===== config.mk =====
export PLATFORM = sky130hd
export DESIGN_NAME = ddr_rd_burst_scheduler
export DESIGN_NICKNAME = d
export VERILOG_FILES = /design/src/rtl/ddr_rd_burst_scheduler.sv
export SDC_FILE = /design/constraint.sdc
export NUM_CORES = 1
export LEC_CHECK = 0
export ABC_AREA = 1
export CAP_MARGIN = 20
export CORE_ASPECT_RATIO = 1.2
export CORE_MARGIN = 2
export CORE_UTILIZATION = 44
export DETAILED_ROUTE_END_ITERATION = 12
export PLACE_DENSITY_LB_ADDON = 0.25
export SYNTH_ARGS = -nofsm -noshare
export SYNTH_HDL_FRONTEND = slang
export SYNTH_SLANG_ARGS = --single-unit

===== constraint.sdc =====
create_clock -name clk -period 1.7 [get_ports clk]
set_input_delay 0.425 -clock clk [delete_from_list [all_inputs] [get_ports clk]]
set_output_delay 0.425 -clock clk [all_outputs]
set_load 0.005 [all_outputs]

===== src/rtl/ddr_rd_burst_scheduler.sv =====
// ddr_rd_burst_scheduler
// Issues DDR read bursts that refill the playback read FIFO. It keeps a
// count of bursts committed to the DDR ring but not yet read
// (avail_bursts) and a count of bursts issued but not yet completed
// (outstanding). It then hands out one burst address per AXI AR handshake
// and wraps the address around the ring. The outstanding cap leaves
// headroom for refill requests that are still in synchronizer latency.
//
// Ports
//   clk, rst_n        DDR/AXI clock, async active-low reset
//   ctrl_rd_en        playback enable (synchronized)
//   ddr_rd_req        level refill request from FIFO prog_empty (synchronized)
//   clr               pulse: clear pointer, counters, errors (deferred while busy)
//   wr_burst_done     pulse: write path committed one burst
//   rd_cmd_valid/ready/addr  burst command handshake toward the AXI AR channel
//   rd_burst_done     pulse: RLAST of a burst accepted
//   avail_bursts      bursts in DDR not yet issued
//   outstanding       bursts issued, not yet completed
//   busy              not IDLE or reads still in flight
//   err               sticky: [0] avail overflow, [1] spurious rd_burst_done
module ddr_rd_burst_scheduler #(
    parameter int              ADDR_W          = 32,
    parameter logic [ADDR_W-1:0] BASE_ADDR     = '0,
    parameter int              BURST_BYTES     = 4096,
    parameter int              REGION_BURSTS   = 1024,
    parameter int              MAX_OUTSTANDING = 2,
    parameter int              CNT_W           = 11
) (
    input  logic              clk,
    input  logic              rst_n,
    input  logic              ctrl_rd_en,
    input  logic              ddr_rd_req,
    input  logic              clr,
    input  logic              wr_burst_done,
    output logic              rd_cmd_valid,
    input  logic              rd_cmd_ready,
    output logic [ADDR_W-1:0] rd_cmd_addr,
    input  logic              rd_burst_done,
    output logic [CNT_W-1:0]  avail_bursts,
    output logic [2:0]        outstanding,
    output logic              busy,
    output logic [1:0]        err
);

    localparam int SLOT_W = $clog2(REGION_BURSTS);
    localparam int OFF_W  = $clog2(BURST_BYTES);

    typedef enum logic {IDLE, ISSUE} state_t;

    state_t             state_q, state_d;
    logic [SLOT_W-1:0]  slot_q, slot_d;
    logic [ADDR_W-1:0]  addr_q, addr_d;
    logic [CNT_W-1:0]   avail_q, avail_d;
    logic [2:0]         out_q, out_d;
    logic [1:0]         err_q, err_d;
    logic               clr_pend_q, clr_pend_d;

    logic hs, clr_exec, start;

    always_comb begin
        state_d    = state_q;
        slot_d     = slot_q;
        addr_d     = addr_q;
        avail_d    = avail_q;
        out_d      = out_q;
        err_d      = err_q;
        clr_pend_d = clr_pend_q;

        hs       = (state_q == ISSUE) && rd_cmd_ready;
        // A clear only runs when nothing is in flight, so the pointer never
        // moves under a burst the AXI side still owns.
        clr_exec = (clr || clr_pend_q) && (state_q == IDLE) && (out_q == 3'd0);
        start    = (state_q == IDLE) && ctrl_rd_en && ddr_rd_req &&
                   (avail_q != '0) && (out_q < 3'(MAX_OUTSTANDING)) &&
                   !clr && !clr_pend_q;

        case (state_q)
            IDLE:    if (start) state_d = ISSUE;
            ISSUE:   if (hs)    state_d = IDLE;
            default: state_d = IDLE;
        endcase

        // Power-of-two ring: the natural wrap of slot_q gives REGION_BURSTS-1 -> 0.
        if (hs) begin
            slot_d = slot_q + 1'b1;
            addr_d = BASE_ADDR + (ADDR_W'(slot_d) << OFF_W);
        end

        case ({wr_burst_done, hs})
            2'b10: begin
                if (avail_q == CNT_W'(REGION_BURSTS)) err_d[0] = 1'b1;
                else                                  avail_d  = avail_q + CNT_W'(1);
            end
            2'b01:   avail_d = avail_q - CNT_W'(1);
            default: ;
        endcase

        case ({hs, rd_burst_done})
            2'b10: out_d = out_q + 3'd1;
            2'b01: begin
                if (out_q == 3'd0) err_d[1] = 1'b1;
                else               out_d    = out_q - 3'd1;
            end
            default: ;
        endcase

        // The clear overrides everything in its cycle, including a
        // coincident wr_burst_done.
        if (clr_exec) begin
            slot_d     = '0;
            addr_d     = BASE_ADDR;
            avail_d    = '0;
            err_d      = '0;
            clr_pend_d = 1'b0;
        end else if (clr) begin
            clr_pend_d = 1'b1;
        end
    end

    always_ff @(posedge clk or negedge rst_n) begin
        if (!rst_n) begin
            state_q    <= IDLE;
            slot_q     <= '0;
            addr_q     <= BASE_ADDR;
            avail_q    <= '0;
            out_q      <= '0;
            err_q      <= '0;
            clr_pend_q <= 1'b0;
        end else begin
            state_q    <= state_d;
            slot_q     <= slot_d;
            addr_q     <= addr_d;
            avail_q    <= avail_d;
            out_q      <= out_d;
            err_q      <= err_d;
            clr_pend_q <= clr_pend_d;
        end
    end

    assign rd_cmd_valid = (state_q == ISSUE);
    assign rd_cmd_addr  = addr_q;
    assign avail_bursts = avail_q;
    assign outstanding  = out_q;
    assign busy         = (state_q != IDLE) || (out_q != 3'd0);
    assign err          = err_q;

endmodule


Word-level counts from Yosys, hierarchy flattened
Index checks and enable logic that the tools add are counted.
{"block": "op_classes", "bitwise": 1, "eq_ne": 7, "mux": 19, "reduce_logical": 28, "n_addsub": 5, "n_lt_le_gt_ge": 1}
{"operator": "32-bit two-way mux", "n": 2}
{"operator": "11-bit two-way mux", "n": 2}
{"operator": "11-bit one-hot mux with 2 select lines", "n": 1}
{"operator": "10-bit two-way mux", "n": 2}
{"operator": "2-bit nonzero test", "n": 7}
{"operator": "11-bit by 1-bit adder with 11-bit output (second input constant)", "n": 1}
{"operator": "11-bit == test (second input constant)", "n": 1}
{"operator": "11-bit nonzero test", "n": 1}
{"operator": "11-bit by 1-bit subtractor with 11-bit output (second input constant)", "n": 1}
{"operator": "10-bit by 1-bit adder with 10-bit output (second input constant)", "n": 1}
{"operator": "1-bit logical AND", "n": 9}
{"operator": "1-bit two-way mux", "n": 8}
{"operator": "2-bit AND reduction", "n": 4}
{"operator": "3-bit one-hot mux with 2 select lines", "n": 1}
{"operator": "3-bit nonzero test", "n": 2}
{"operator": "2-bit by 1-bit == test with 1-bit output (second input constant)", "n": 2}
{"operator": "2-bit == test (second input constant)", "n": 2}
{"operator": "3-bit by 1-bit adder with 3-bit output (second input constant)", "n": 1}
{"operator": "3-bit zero test", "n": 1}
{"operator": "3-bit by 2-bit < comparator with 1-bit output (second input constant)", "n": 1}
{"operator": "3-bit two-way mux", "n": 1}
{"operator": "3-bit inequality test (second input constant)", "n": 1}
{"operator": "3-bit by 1-bit subtractor with 3-bit output (second input constant)", "n": 1}
{"operator": "1-bit zero test", "n": 2}
{"operator": "5 further kinds", "n": 6}
{"block": "word_totals", "out_inout_bits": 50, "reg_bits": 60, "input_bits": 8}

Longest topological paths before layout
{"block": "depth", "ltp_word": 9, "depth_mapped": 16, "ltp_nobuf": 15}

Least setup slack after synthesis
OpenSTA, ideal clock, no wires.
{"block": "synth_timing", "path_type": "reg-to-reg", "startpoint": "reg state_q, in the netlist rd_cmd_valid", "endpoint": "reg avail_q[9], in the netlist avail_bursts[9]", "path_stages_with_launch": 11, "period_less_slack_ps": 1778, "t_arrival_ps": 1661, "path_buffers": 1, "path_slack_ps": -78, "cell_sequence": "dfrtp_1 nand2_2 nor2_4 buf_8 ha_1 a31oi_1 nand2_1 a21oi_1 nand3_1 nand3_1 nand2_1"}
{"block": "synth_via", "elab_chain_len": 5, "word_cells_on_any_way": 11, "classes_between": "3 x eq/ne; 2 x mux; 1 x bitwise; 5 x reduce/logical"}
{"item": "start, declared", "line_no": "50", "rtl": "state_t state_q, state_d;"}
{"item": "start signal, assigned", "line_no": "130", "rtl": "state_q <= state_d;"}
{"item": "parallel branches: the longest is 5 deep, another holds 11-bit one-hot mux with 2 select lines"}
{"item": "end signal, assigned", "line_no": "133", "rtl": "avail_q <= avail_d;"}
{"item": "end, declared", "line_no": "53", "rtl": "logic [CNT_W-1:0] avail_q, avail_d;"}
Parallel ways; which one is timed is not known.
A chain may end at the register's enable or synchronous reset.

Worst setup path after layout
Ends and elaborated chain as after synthesis.

==> qor.txt <==
Final setup fails -> 1
Pre-CTS setup slack -> -0.645 ns
Area after DPL -> 2840 um^2
Core area -> 4560 um^2
Max Cap Viol -> 0
CP Data Required Time -> 1.87 ns
Final worst setup slack -> -0.0225 ns
Failing checks -> setup timing
Grt ovf -> 0
Most common cell in the netlist -> nand2_1
Worst setup path start -> rd_cmd_valid
PortBufs -> 35
Worst Setup End Kind -> flip-flop
Worst Skew -> 0.00600 ns
Via density -> 4.90
Detailed Routing Iterations Pass 1 -> 5
CP max-delay cell -> dfrtp_2
Routability cong. -> 0.940
Status -> finished with violations
CP Cell Sequence -> nand2_4, nor2_4, buf_12, ha_4, nand3_1, nor2_2, nand3_1, nand2_1, nand2_1, nand3_1, nand2_1
Via count -> 2153
Initial DRC count -> 117
Final ANT Viol Nets -> 0
DRC -> 0
Initial antenna violation count -> 0
Area share of the largest cell type after synthesis -> 33.9%
CTS root buf -> clkbuf_8
WL/cell -> 12.9 um
Layout area overhead -> 53.8%
Hold-fix buffers, CTS -> 0
Fin. max-slew vios -> 0
Reg2reg start -> rd_cmd_valid
Worst skew pair latency -> 0.28 ns
CP Class -> reg -> reg
Die width -> 66.6 um
Synth top cells by count -> nand2_1, inv_1, dfrtp_1, nor2_1, buf_4
Clock Path Buffers -> 2
Largest net degree at the start of global routing -> 29
Startpoint types -> flip-flop
CTS Sinks -> 28
I/O pin count -> 58
First-pass GRT wire length -> 8960 um
Post-synth EDFFs -> 0
CTS tree -> yes
Unrepaired setup endpoints after global routing -> true
Post-synthesis sequential area ratio -> 33.9%
# H-tree levels -> 1
Main synth FF type -> dfrtp_1
Synth area leader -> dfrtp_1
Layout Utilization -> 69.7%
Vias in the first global route -> 2047
Share of post-route cells with drive strength above 1 -> 35.7%
Final hold vios -> 0
Die H -> 79.1 um
Fmax -> 581 MHz
#FFs+latches synth -> 28
Crit Path Max Fanout -> 9
FFs w/ async S/R, synth -> 100%
Lkg Pwr -> 0.00164 uW
Clock transition at the registers of the reported paths -> 0.10 ns
Fin nets -> 395
Synth Instances -> 280
Peak supply drop -> 0.000871 V
Final Instance Area -> 3180 um^2
Row count -> 27
Yosys cell types -> 38
WL final -> 5660 um
Synth Cell Area -> 2070 um^2
Minimum clock period after layout -> 1.72 ns
Final period utilization -> 101%
Total GRT Usage -> 21.9%
Pwr/cell area -> 1230 nW/um^2
Starting density of the core -> 45.3%
Area contributors post-synth -> dfrtp_1, nand2_1, buf_4, inv_1, nand3_1
Average size of a mapped cell -> 7.38 um^2
TritonCTS Buffers -> 3
Number of diodes -> 0
Die area -> 5260 um^2
Post-DP HPWL -> 4080 um
Ys Warns -> 0
Worst min-delay path class -> reg -> reg
HP Start -> err[0]
CP max stage delay -> 0.45 ns
CP arrival -> 1.90 ns
[layout by cell type (no fill, tap or decap), types with 2 or more instances in the layout]
master and instances:
nor2_4 4, inv_4 2, buf_12 2, dlygate4sd2_1 3, nand3b_1 2, clkdlybuf4s50_1 22
a21oi_2 2, nor3_4 2, nand2_4 4, o21ai_1 5, nand3_1 14, ha_4 3
nor2_1 20, inv_2 7, buf_4 53, nand3_2 2, dlymetal6s2s_1 6, dfrtp_2 4
nand3_4 3, dfrtp_1 24, xor2_1 2, xnor2_1 2, conb_1 22, nand2_2 16
a21oi_1 10, inv_1 26, nor3_1 5, nor2_2 4, clkbuf_2 2, nand4_1 4
buf_6 10, o21ai_0 8, nor3_2 2, o22ai_1 2, nand2_1 60, inv_6 2
clkbuf_8 4
[cell type report]
class                      count  area [um^2]
inverter                      37          154
timing repair buffer         100          903
clock buffer                   4         55.1
sequential                    28          706
multi-input combinational    212         1290
tap                           58         72.6
fill                         370         1380
[power breakdown]
| group | total [uW] | internal (uW) | switching (uW) |
|---|---|---|---|
| Combinational | 2410 | 1240 | 1170 |
| Clock | 423 | 208 | 216 |
| Sequential | 1080 | 881 | 203 |
[stage by stage]
| stage | setup TNS (ns) | std cells | total power, uW | hold slack, ns |
|---|---|---|---|---|
| floorplan | 0 | 301 | 2200 | 0.129 |
| finish | -0.0225 | 439 | 3920 | 0.505 |
| global placement | -8.95 | 420 | 3190 | 0.476 |
| detailed placement | -9.81 | 420 | 3240 | 0.483 |
| global route | -0.456 | 439 | 4200 | 0.533 |
| CTS | -0.00565 | 432 | 3780 | 0.506 |
[cells by family (layout without fill, tap and decap cells)]
kind of cell             Yosys count  in the layout  synth area share (%)
flip-flops                        28             28                  33.9
AO/OA/AOI/OAI                     36             36                  10.6
adder cells (fa/ha/maj)            5              5                  3.39
buffers and inverters             61            141                  16.0
XOR/XNOR                           5              5                  2.12
AND/OR/NAND/NOR                  144            144                  33.8
other                              1             22                 0.181
[per-layer routing]
layer	vias to the layer above	GRT usage, %	wire length [um]
met5	-	0	0
met4	0	7.35	144
met3	16	2.41	289
met2	65	40.1	3000
met1	1012	26.1	2230
li1	1060	-	-
[critical path, delay by kind of cell, from the launching register on]
kind / cells / cell delay, ns
simple gates: 9 / 0.71
flops: 1 / 0.45
fa+ha+maj: 1 / 0.30
buf+inv: 1 / 0.14
[sequential cells by signal, summed over array words and instances (netlist names)]
register	count
clr_pend_q	1
err	2
rd_cmd_valid	1
outstanding	3
avail_bursts	11
rd_cmd_addr	10
[final timing paths]
check	end	slack, ns	cells after the start
min in group asynchronous	avail_bursts[5]	0.53	2
hold reg to reg	err[0]	0.50	1
max in group asynchronous	avail_bursts[8]	0.87	2
setup / recovery	avail_bursts[9]	-0.02	11
setup reg to reg	avail_bursts[9]	-0.02	11
hold / removal	err[0]	0.50	1
[what timing repair did]
action / CTS / global route
setup endpoints to repair: 28 / 22
pin swaps: 5 / 15
setup buffers: 8 / 7
resized for setup: 25 / 45
No activity file was read; power rests on OpenSTA's default activity.
